## src/rtl/dk_peak_capture_mc.sv

```systemverilog
// dk_peak_capture_mc: multichannel baseline-corrected pulse stream with stretched
// per-channel peak capture and one coincidence event per window over valid/ready.
module dk_peak_capture_mc #(
    parameter int unsigned NCH        = 4,
    parameter int unsigned DW         = 14,
    parameter int unsigned SW         = 8,
    parameter int unsigned BASE_SHIFT = 4,
    parameter int unsigned SIM_PERIOD = 256,
    parameter int unsigned SIM_AMP    = 4000
) (
    input  logic                          clk,
    input  logic                          rst,
    input  logic                          ce,
    input  logic [NCH*DW-1:0]             datain,
    input  logic [SW-1:0]                 stretch,
    input  logic [DW-1:0]                 threshold,
    input  logic                          offset_en,
    input  logic                          offset_rst,
    input  logic                          sim,
    output logic [NCH*(DW+2)-1:0]         pulseout,
    output logic                          pulsevalid,
    output logic [NCH*DW-1:0]             peakout,
    output logic [DW+$clog2(NCH)-1:0]     peaksum,
    output logic [NCH-1:0]                hitmask,
    output logic                          peakvalid,
    input  logic                          peakready,
    output logic [15:0]                   dropcount
);

    localparam int unsigned CW   = DW + 1;
    localparam int unsigned AW   = DW + BASE_SHIFT;
    localparam int unsigned SUMW = DW + $clog2(NCH);
    localparam int unsigned PW   = (SIM_PERIOD > 1) ? $clog2(SIM_PERIOD) : 1;

    typedef enum logic [1:0] {IDLE, CAPTURE, EMIT} state_t;

    state_t                 state_q, state_d;
    logic [SW-1:0]          cnt_q, cnt_d;
    logic [DW-1:0]          thr_q, thr_d;
    logic [DW-1:0]          max_q [NCH];
    logic [DW-1:0]          max_d [NCH];
    logic [DW-1:0]          src   [NCH];
    logic [DW-1:0]          s1_q  [NCH];
    logic [DW-1:0]          base  [NCH];
    logic [DW-1:0]          pos   [NCH];
    logic [AW-1:0]          acc_q [NCH];
    logic signed [CW-1:0]   corr_q [NCH];
    logic signed [CW-1:0]   corr_d [NCH];
    logic [NCH-1:0]         over;
    logic [PW-1:0]          phase_q;
    logic                   sim_on;
    logic [1:0]             pv_q;
    logic                   emit_load, drop_inc;
    logic [NCH*DW-1:0]      peakout_d, peakout_q;
    logic [NCH-1:0]         hit_d, hitmask_q;
    logic [SUMW-1:0]        sum_d, peaksum_q;
    logic                   peakvalid_q;
    logic [15:0]            dropcount_q;

    assign sim_on = 32'(phase_q) < 32'd4;

    // Source select, baseline view, corrected sample, clamped peak value, trigger compare
    always_comb begin
        for (int i = 0; i < NCH; i++) begin
            src[i]    = sim ? (sim_on ? DW'(SIM_AMP >> i) : '0) : datain[i*DW +: DW];
            base[i]   = acc_q[i][AW-1:BASE_SHIFT];
            corr_d[i] = $signed({1'b0, s1_q[i]}) - $signed({1'b0, base[i]});
            pos[i]    = corr_q[i][DW] ? '0 : corr_q[i][DW-1:0];
            over[i]   = corr_q[i] > $signed({1'b0, threshold});
            pulseout[i*(DW+2) +: DW+2] = {corr_q[i][DW], corr_q[i]};
        end
    end

    always_ff @(posedge clk or posedge rst) begin
        if (rst) begin
            phase_q <= '0;
            pv_q    <= '0;
            for (int i = 0; i < NCH; i++) begin
                s1_q[i]   <= '0;
                corr_q[i] <= '0;
                acc_q[i]  <= '0;
            end
        end else begin
            pv_q <= {pv_q[0], ce};
            if (ce) begin
                phase_q <= (32'(phase_q) == SIM_PERIOD - 1) ? '0 : phase_q + PW'(1);
            end
            for (int i = 0; i < NCH; i++) begin
                if (ce) begin
                    s1_q[i]   <= src[i];
                    corr_q[i] <= corr_d[i];
                end
                // Baseline only tracks between events so pulses do not bias it
                if (offset_rst) begin
                    acc_q[i] <= '0;
                end else if (offset_en && ce && (state_q == IDLE)) begin
                    acc_q[i] <= acc_q[i] + AW'(corr_d[i]);
                end
            end
        end
    end

    // Event FSM: trigger, stretch window, emit with handshake
    always_comb begin
        state_d   = state_q;
        cnt_d     = cnt_q;
        thr_d     = thr_q;
        max_d     = max_q;
        emit_load = 1'b0;
        drop_inc  = 1'b0;
        case (state_q)
            IDLE: begin
                if (ce && (|over)) begin
                    thr_d = threshold;
                    cnt_d = stretch;
                    max_d = pos;
                    if (stretch == '0) begin
                        state_d   = EMIT;
                        emit_load = 1'b1;
                    end else begin
                        state_d = CAPTURE;
                    end
                end
            end
            CAPTURE: begin
                if (ce) begin
                    for (int i = 0; i < NCH; i++) begin
                        max_d[i] = (pos[i] > max_q[i]) ? pos[i] : max_q[i];
                    end
                    cnt_d = cnt_q - SW'(1);
                    if (cnt_q == SW'(1)) begin
                        state_d   = EMIT;
                        emit_load = 1'b1;
                    end
                end
            end
            EMIT: begin
                drop_inc = ce && (|over);
                if (peakvalid_q && peakready) begin
                    state_d = IDLE;
                end
            end
            default: state_d = IDLE;
        endcase
    end

    // Event payload computed from the post-update maxima
    always_comb begin
        peakout_d = '0;
        hit_d     = '0;
        sum_d     = '0;
        for (int i = 0; i < NCH; i++) begin
            peakout_d[i*DW +: DW] = max_d[i];
            hit_d[i]              = max_d[i] > thr_d;
            sum_d                 = sum_d + SUMW'(max_d[i]);
        end
    end

    always_ff @(posedge clk or posedge rst) begin
        if (rst) begin
            state_q     <= IDLE;
            cnt_q       <= '0;
            thr_q       <= '0;
            peakout_q   <= '0;
            hitmask_q   <= '0;
            peaksum_q   <= '0;
            peakvalid_q <= 1'b0;
            dropcount_q <= '0;
            for (int i = 0; i < NCH; i++) begin
                max_q[i] <= '0;
            end
        end else begin
            state_q <= state_d;
            cnt_q   <= cnt_d;
            thr_q   <= thr_d;
            max_q   <= max_d;
            if (emit_load) begin
                peakout_q   <= peakout_d;
                hitmask_q   <= hit_d;
                peaksum_q   <= sum_d;
                peakvalid_q <= 1'b1;
            end else if (peakvalid_q && peakready) begin
                peakvalid_q <= 1'b0;
            end
            if (drop_inc && (dropcount_q != 16'hFFFF)) begin
                dropcount_q <= dropcount_q + 16'd1;
            end
        end
    end

    assign pulsevalid = pv_q[1];
    assign peakout    = peakout_q;
    assign hitmask    = hitmask_q;
    assign peaksum    = peaksum_q;
    assign peakvalid  = peakvalid_q;
    assign dropcount  = dropcount_q;

endmodule
```

## config.mk

```make
export PLATFORM = sky130hd
export DESIGN_NAME = dk_peak_capture_mc
export DESIGN_NICKNAME = d
export VERILOG_FILES = /design/src/rtl/dk_peak_capture_mc.sv
export SDC_FILE = /design/constraint.sdc
export NUM_CORES = 1
export LEC_CHECK = 0
export ABC_AREA = 1
export CELL_PAD_IN_SITES_DETAIL_PLACEMENT = 1
export CELL_PAD_IN_SITES_GLOBAL_PLACEMENT = 1
export CORE_MARGIN = 1
export CORE_UTILIZATION = 23
export CTS_CLUSTER_SIZE = 25
export DETAILED_ROUTE_END_ITERATION = 8
export PLACE_DENSITY = 0.47
export SETUP_SLACK_MARGIN = 0.05
export SYNTH_ARGS = -nofsm -noshare
export SYNTH_HDL_FRONTEND = slang
export SYNTH_SLANG_ARGS = --single-unit
```

## constraint.sdc

```tcl
create_clock -name clk -period 23.5 [get_ports clk]
set_input_delay 7.05 -clock clk [delete_from_list [all_inputs] [get_ports clk]]
set_output_delay 7.05 -clock clk [all_outputs]
set_load 0.01 [all_outputs]
```

==> run metrics, run 1 <==
Final Max Tran Viols 0; Worst EP arrival 13,060 ps; total gr overflow 0; vias in the first global route 24,430; post-CTS setup buffers 0; Via Count 23,210; min Tclk post-route 12,590 ps; max_cap viols 0; syn_nets 3,821; Reg area 9284 um^2; worst endpoint required time 23,970 ps; period utilisation layout 53.57%; setup violators final 0; post-route ant nets 0; number of port buffers 242; initial antenna violation count 1; ys async rst share 100.0%; Initial Utilization 23.28%; core area 113,000 um^2; RSZ-0062 raised after global routing no; startpoint types primary input; RePlAce Congestion 0.8156; worst min-delay path category reg -> reg; leakage 0.01574 uW; hpwl dp 83.47 mm; via/cell ratio 4.502; Synth top cells by count 820 x nand2_1, 470 x inv_1, 371 x dfrtp_1; Tightest Pin Transition 1130 ps; clk_skew 29.55 ps; Synth area leaders dfrtp_1 35%, ha_1 15%, nand2_1 12%, inv_1 6.7%, o21ai_0 4.7%; Slew headroom 24.53%; Sink Count 371; number of flops mapped to enable cells by yosys 0; multi-input logic area 14,730 um^2; share of post-route cells with drive strength above 1 4.844%; Yosys cell types 53; Worst Path Max Fanout 33; post-DR wirelength/cell 20.42 um; Pwr Density 141.6 nW/um^2; Longest Clk Path Bufs 3; row count 123; dpl cells 5,061; synth warn 0; H-tree depth 2; Layout area overhead 21.69%; worst vdd ir 0.09375 mV; Post-CTS Resized 0; Max Clk Rate 0.07943 GHz; Mapped Cells 3,389; syn_area_per_cell 7.758 um^2; final net count 4,047; Clock Root Buffer clkbuf_16; WL final 105.2 mm; insertion delay of the later-clocked pin in the worst-skew pair 640 ps; top-count cell post-synth nand2_1; Seq cells post-synth 371; first-pass GRT wire length 160.0 mm; mapped cell area 26,290 um^2; Hold Buf Count CTS 0; total CTS buffers 52; I/O pin cnt 243; CP Capture Type flip-flop; status complete, no violations; drt pass-1 iters 5; Worst-path clk slew 50 ps; DIE AREA 115,700 um^2; largest net degree at the start of global routing 134; dominant synthesized flop cell dfrtp_1; TritonCTS clock tree done; top cell type's share of synthesized area 35.31%; Die H 340.1 um; Synth area leader dfrtp_1; Fillers 13,560; post-route setup TNS 0 ps; ANT cells 0; Remaining DRCs 0; final hold vios 0; die width 340.1 um; crit path kind in -> reg; register area share after synthesis 35.31%; Tot GR Track Use 18.27%; final cell count without fillers 5,154; DR iter-0 viols 1,019
## layout by cell type (no fill, tap or decap), types with 7 or more instances in the layout
cell type,n
nand2_1,820
inv_1,467
dfrtp_1,371
ha_1,311
o21ai_0,247
a21oi_1,242
clkdlybuf4s50_1,241
nand3_1,211
nor2_1,203
xor2_1,52
clkbuf_16,52
o21ai_1,46
fa_1,36
nand4_1,32
xnor2_1,29
buf_4,21
o21ai_2,20
o22ai_1,20
o21a_1,19
nor3_1,17
clkinv_2,15
a21o_1,15
nand3b_1,13
nand2_2,11
o21bai_1,11
or2_2,10
clkbuf_1,10
o211ai_1,9
clkbuf_8,9
inv_2,7
a21boi_0,7
o221ai_1,7
## flip-flops by register name (all words and copies together), names as in the netlist
signal,cells
hitmask,4
pv_q,2
thr_q,14
peakvalid,1
cnt_q,8
pulseout,60
acc_q,72
peakout,56
phase_q,8
max_q,56
state_q,2
s1_q,56
peaksum,16
dropcount,16
## where the power goes
group | total (uW) | switching (uW) | internal [uW]
Combinational | 2730 | 1730 | 995
Sequential | 993 | 191 | 802
Clock | 810 | 333 | 477
## final cells by class
type / instances / area share [%]
timing repair buffer: 264 / 8.130
clock inverter: 22 / 0.7313
inverter: 479 / 5.651
sequential: 371 / 29.02
multi-input combinational: 2447 / 46.03
clock buffer: 71 / 4.571
tap: 1500 / 5.866
## worst paths after layout
kind                               from     endpoint  slack [ps]  depth (start not counted)
setup reg to reg           pulseout[14]  peaksum[11]       17090                         20
hold / removal                  pv_q[0]      pv_q[1]         350                          0
min in group asynchronous           rst     cnt_q[4]        7010                          2
setup / recovery           threshold[6]  peaksum[11]       10910                         25
max in group asynchronous           rst  peakout[10]       14980                          3
hold reg to reg                 pv_q[0]      pv_q[1]         350                          0
## routing by layer
| layer | global-route usage, % | part of all wire [%] |
|---|---|---|
| met1 | 25.59 | 49 |
| met2 | 29.45 | 45 |
| met3 | 2.737 | 3.2 |
| met4 | 4.176 | 2.3 |
| met5 | 0 | 0 |
## stage by stage
step           setup WS [ps]  cell area [um^2]  util [%]  hold slack (ps)  total power (uW)
6_report               10910             32000     28.32            352.6              4531
5_1_grt                10370             32000     28.32            363.4              4995
4_1_cts                10890             32000     28.32            349.2              4629
3_5_place_dp           10190             30300     26.82            336.5              3777
3_3_place_gp           10380             30300     26.82            332.3              3759
2_1_floorplan           6148             26290         -            331.2              2746
## cell families (layout without fill, tap and decap cells)
| family | Yosys count | count (layout) | share of synthesized area, % |
|---|---|---|---|
| XOR/XNOR | 81 | 81 | 2.698 |
| AO/OA/AOI/OAI | 673 | 673 | 14.27 |
| AND/OR/NAND/NOR | 1346 | 1346 | 21.47 |
| buffers and inverters | 571 | 836 | 8.718 |
| adder cells (fa/ha/maj) | 347 | 347 | 17.54 |
| flip-flops | 371 | 371 | 35.31 |
## worst max-delay path, stage by stage
cell and delay, ps:
clkdlybuf4s50_1 460, inv_1 160, ha_1 370, nand2_1 80, nor2_1 160, nand4_1 100
nor2_1 110, nor2_1 60, nand2_2 140, nand4_4 140, nand2_4 420, nand2_2 470
o21ai_2 410, fa_1 460, inv_1 80, fa_1 420, inv_1 70, ha_1 210
inv_1 80, fa_1 390, o21ai_0 460, a31oi_1 230, o21ai_0 250, xnor2_1 140
o21ai_0 100
Power figures use the tool's default switching activity.
==> inputs of run 2 (changes only) <==
- clock period: 23.5 -> 13.1 ns (I/O delays scaled with it)
==> run 2 against run 1 <==
Non-clock buffer count up 6; count of clock-buffer cells in the layout up 3; critical path depth up 2; sequential share of layout area down 0.23 points; critical path type unchanged; critical endpoint unchanged; largest cell class unchanged.
==> run metrics, run 2 (synthesis results as in run 1) <==
Final Max Tran Viols 0 (unchanged); largest net degree at the start of global routing 84 (was 134); flip-flop count of the largest register after layout 72 (unchanged); H-tree depth 2 (unchanged); min Tclk post-route 9461 ps; Reg area 9284 um^2 (unchanged); Slowest-stage cell, CP fa_1 (was nand2_2); share of post-route cells with drive strength above 1 5.104% (was 4.844%); worst vdd ir 0.1520 mV (was 0.09375 mV); TritonCTS clock tree done (unchanged); Layout area overhead 22.67% (was 21.69%); WL final 105.2 mm (about the same); status complete, no violations (unchanged); startpoint types primary input (unchanged); GRT met2 Usage 29.98% (was 29.45%); total gr overflow 0 (unchanged); total CTS buffers 52 (unchanged); vias in the first global route 24,440 (was 24,430); Post-CTS Resized 0 (unchanged); final net count 4,053 (was 4,047); Design Area, Final 32,250 um^2 (was 32,000 um^2); CP Capture Type flip-flop (unchanged); setup violators final 0 (unchanged); final hold vios 0 (unchanged); via/cell ratio 4.488 (was 4.502); Worst-path clk slew 60 ps (was 50 ps); Worst Path Max Fanout 33 (unchanged); met3 usage 2.452% (was 2.737%); drt pass-1 iters 5 (unchanged); DIE AREA 115,700 um^2 (unchanged); clk_skew 25.49 ps (was 29.55 ps); multi-input logic area 14,720 um^2 (was 14,730 um^2); Longest Clk Path Bufs 3 (unchanged); period utilisation layout 72.22%; I/O pin cnt 243 (unchanged); RSZ-0062 raised after global routing no (unchanged); max_cap viols 0 (unchanged); initial antenna violation count 3 (was 1); Worst EP arrival 9940 ps (was 13,060 ps); Hold Buf Count CTS 0 (unchanged); M1 GR Usage 25.38% (was 25.59%); core area 113,000 um^2 (unchanged); insertion delay of the later-clocked pin in the worst-skew pair 650 ps (was 640 ps); post-route ant nets 0 (unchanged); leakage 0.01586 uW (was 0.01574 uW); Initial Utilization 23.28% (unchanged); Sink Count 371 (unchanged); post-route setup TNS 0 ps (unchanged); commonest cells after routing, fill and taps aside 820 x nand2_1, 467 x inv_1, 371 x dfrtp_1 (unchanged); Fillers 13,580 (was 13,560); Clock Root Buffer clkbuf_16 (unchanged); DR iter-0 viols 934 (was 1,019); row count 123 (unchanged); Tot GR Track Use 18.29% (was 18.27%); post-DR wirelength/cell 20.37 um (was 20.42 um); hpwl dp 84.11 mm (was 83.47 mm); most numerous cell on the critical path nand2_1 (was inv_1); crit path kind in -> reg (unchanged); die width 340.1 um (unchanged); worst endpoint required time 13,580 ps (was 23,970 ps); Pwr Density 256.8 nW/um^2 (was 141.6 nW/um^2); GRT Max-Usage Layer met2 (unchanged); post-CTS setup buffers 0 (unchanged); worst min-delay path category reg -> reg (unchanged); slowest stage delay, CP 540 ps (was 470 ps); Via Count 23,180 (was 23,210); placed cell area 30,320 um^2 (was 30,300 um^2); most common cell after layout, fill and taps aside nand2_1 (unchanged); Remaining DRCs 0 (unchanged); RePlAce Congestion 0.8124 (was 0.8156); Die H 340.1 um (unchanged); Design Power 8284 uW (was 4531 uW); largest register by flop count acc_q (unchanged); Max Clk Rate 0.1057 GHz; Tightest Pin Transition 911.8 ps (was 1130 ps); Slew headroom 39.13% (was 24.53%); number of port buffers 242 (unchanged); first-pass GRT wire length 160.4 mm (was 160.0 mm)
[run 2: changes by cell type in the layout (fill, tap and decap cells not counted), moves of 2 or more]
cell       delta
bufinv_16     +6
clkinv_2      -7
clkbuf_8      +2
clkbuf_16     +2
buf_4         +7
[run 2: cell type report]
class | count | area share, %
Tap cell | 1500 | 5.819
Timing Repair Buffer | 270 | 8.166
Clock inverter | 23 | 1.218
Antenna cell | 1 | 0.007759
Sequential cell | 371 | 28.78
Multi-Input combinational cell | 2447 | 45.65
Inverter | 479 | 5.590
Clock buffer | 74 | 4.764
[run 2: routing by layer]
layer  up-vias  wire length (um)
li1      11640                 -
met1     11170             51820
met2       284             48090
met4         0              2112
met3        93              3206
met5         -                 0
[run 2: report_power, final]
group / internal [uW] / switching, uW
sequential: 1440 / 329
combinational: 1790 / 3110
clock: 1010 / 607
total: 4240 / 4040
[run 2: final timing paths]
path / startpoint / end / slack, ps / depth (start not counted)
max in group asynchronous: rst / peakout[25] / 7070 / 4
worst max-delay path: threshold[2] / peaksum[11] / 3640 / 27
worst max register to register: pulseout[30] / peaksum[11] / 6530 / 27
worst min register to register: pv_q[0] / pv_q[1] / 370 / 0
min in group asynchronous: rst / pulseout[55] / 3810 / 2
worst min-delay path: pv_q[0] / pv_q[1] / 370 / 0
[run 2: worst max-delay path: cells and delay by family]
kind                     cells  cell delay, ps
XOR/XNOR                     1             140
AO/OA/AOI/OAI                6            1310
AND/OR/NAND/NOR             10            1640
buffers and inverters        5             950
adder cells (fa/ha/maj)      5            1950
[run 2: stage by stage]
step / setup WS [ps] / util, % / hold slack, ps / std cells
6_report: 3639 / 28.55 / 368.2 / 5165
5_1_grt: 3161 / 28.55 / 375.8 / 5164
4_1_cts: 3623 / 28.55 / 376.6 / 5164
3_5_place_dp: 2919 / 26.84 / 372.1 / 5067
3_3_place_gp: 2999 / 26.84 / 373.3 / 5067
2_1_floorplan: 4190 / - / 331.2 / 3389
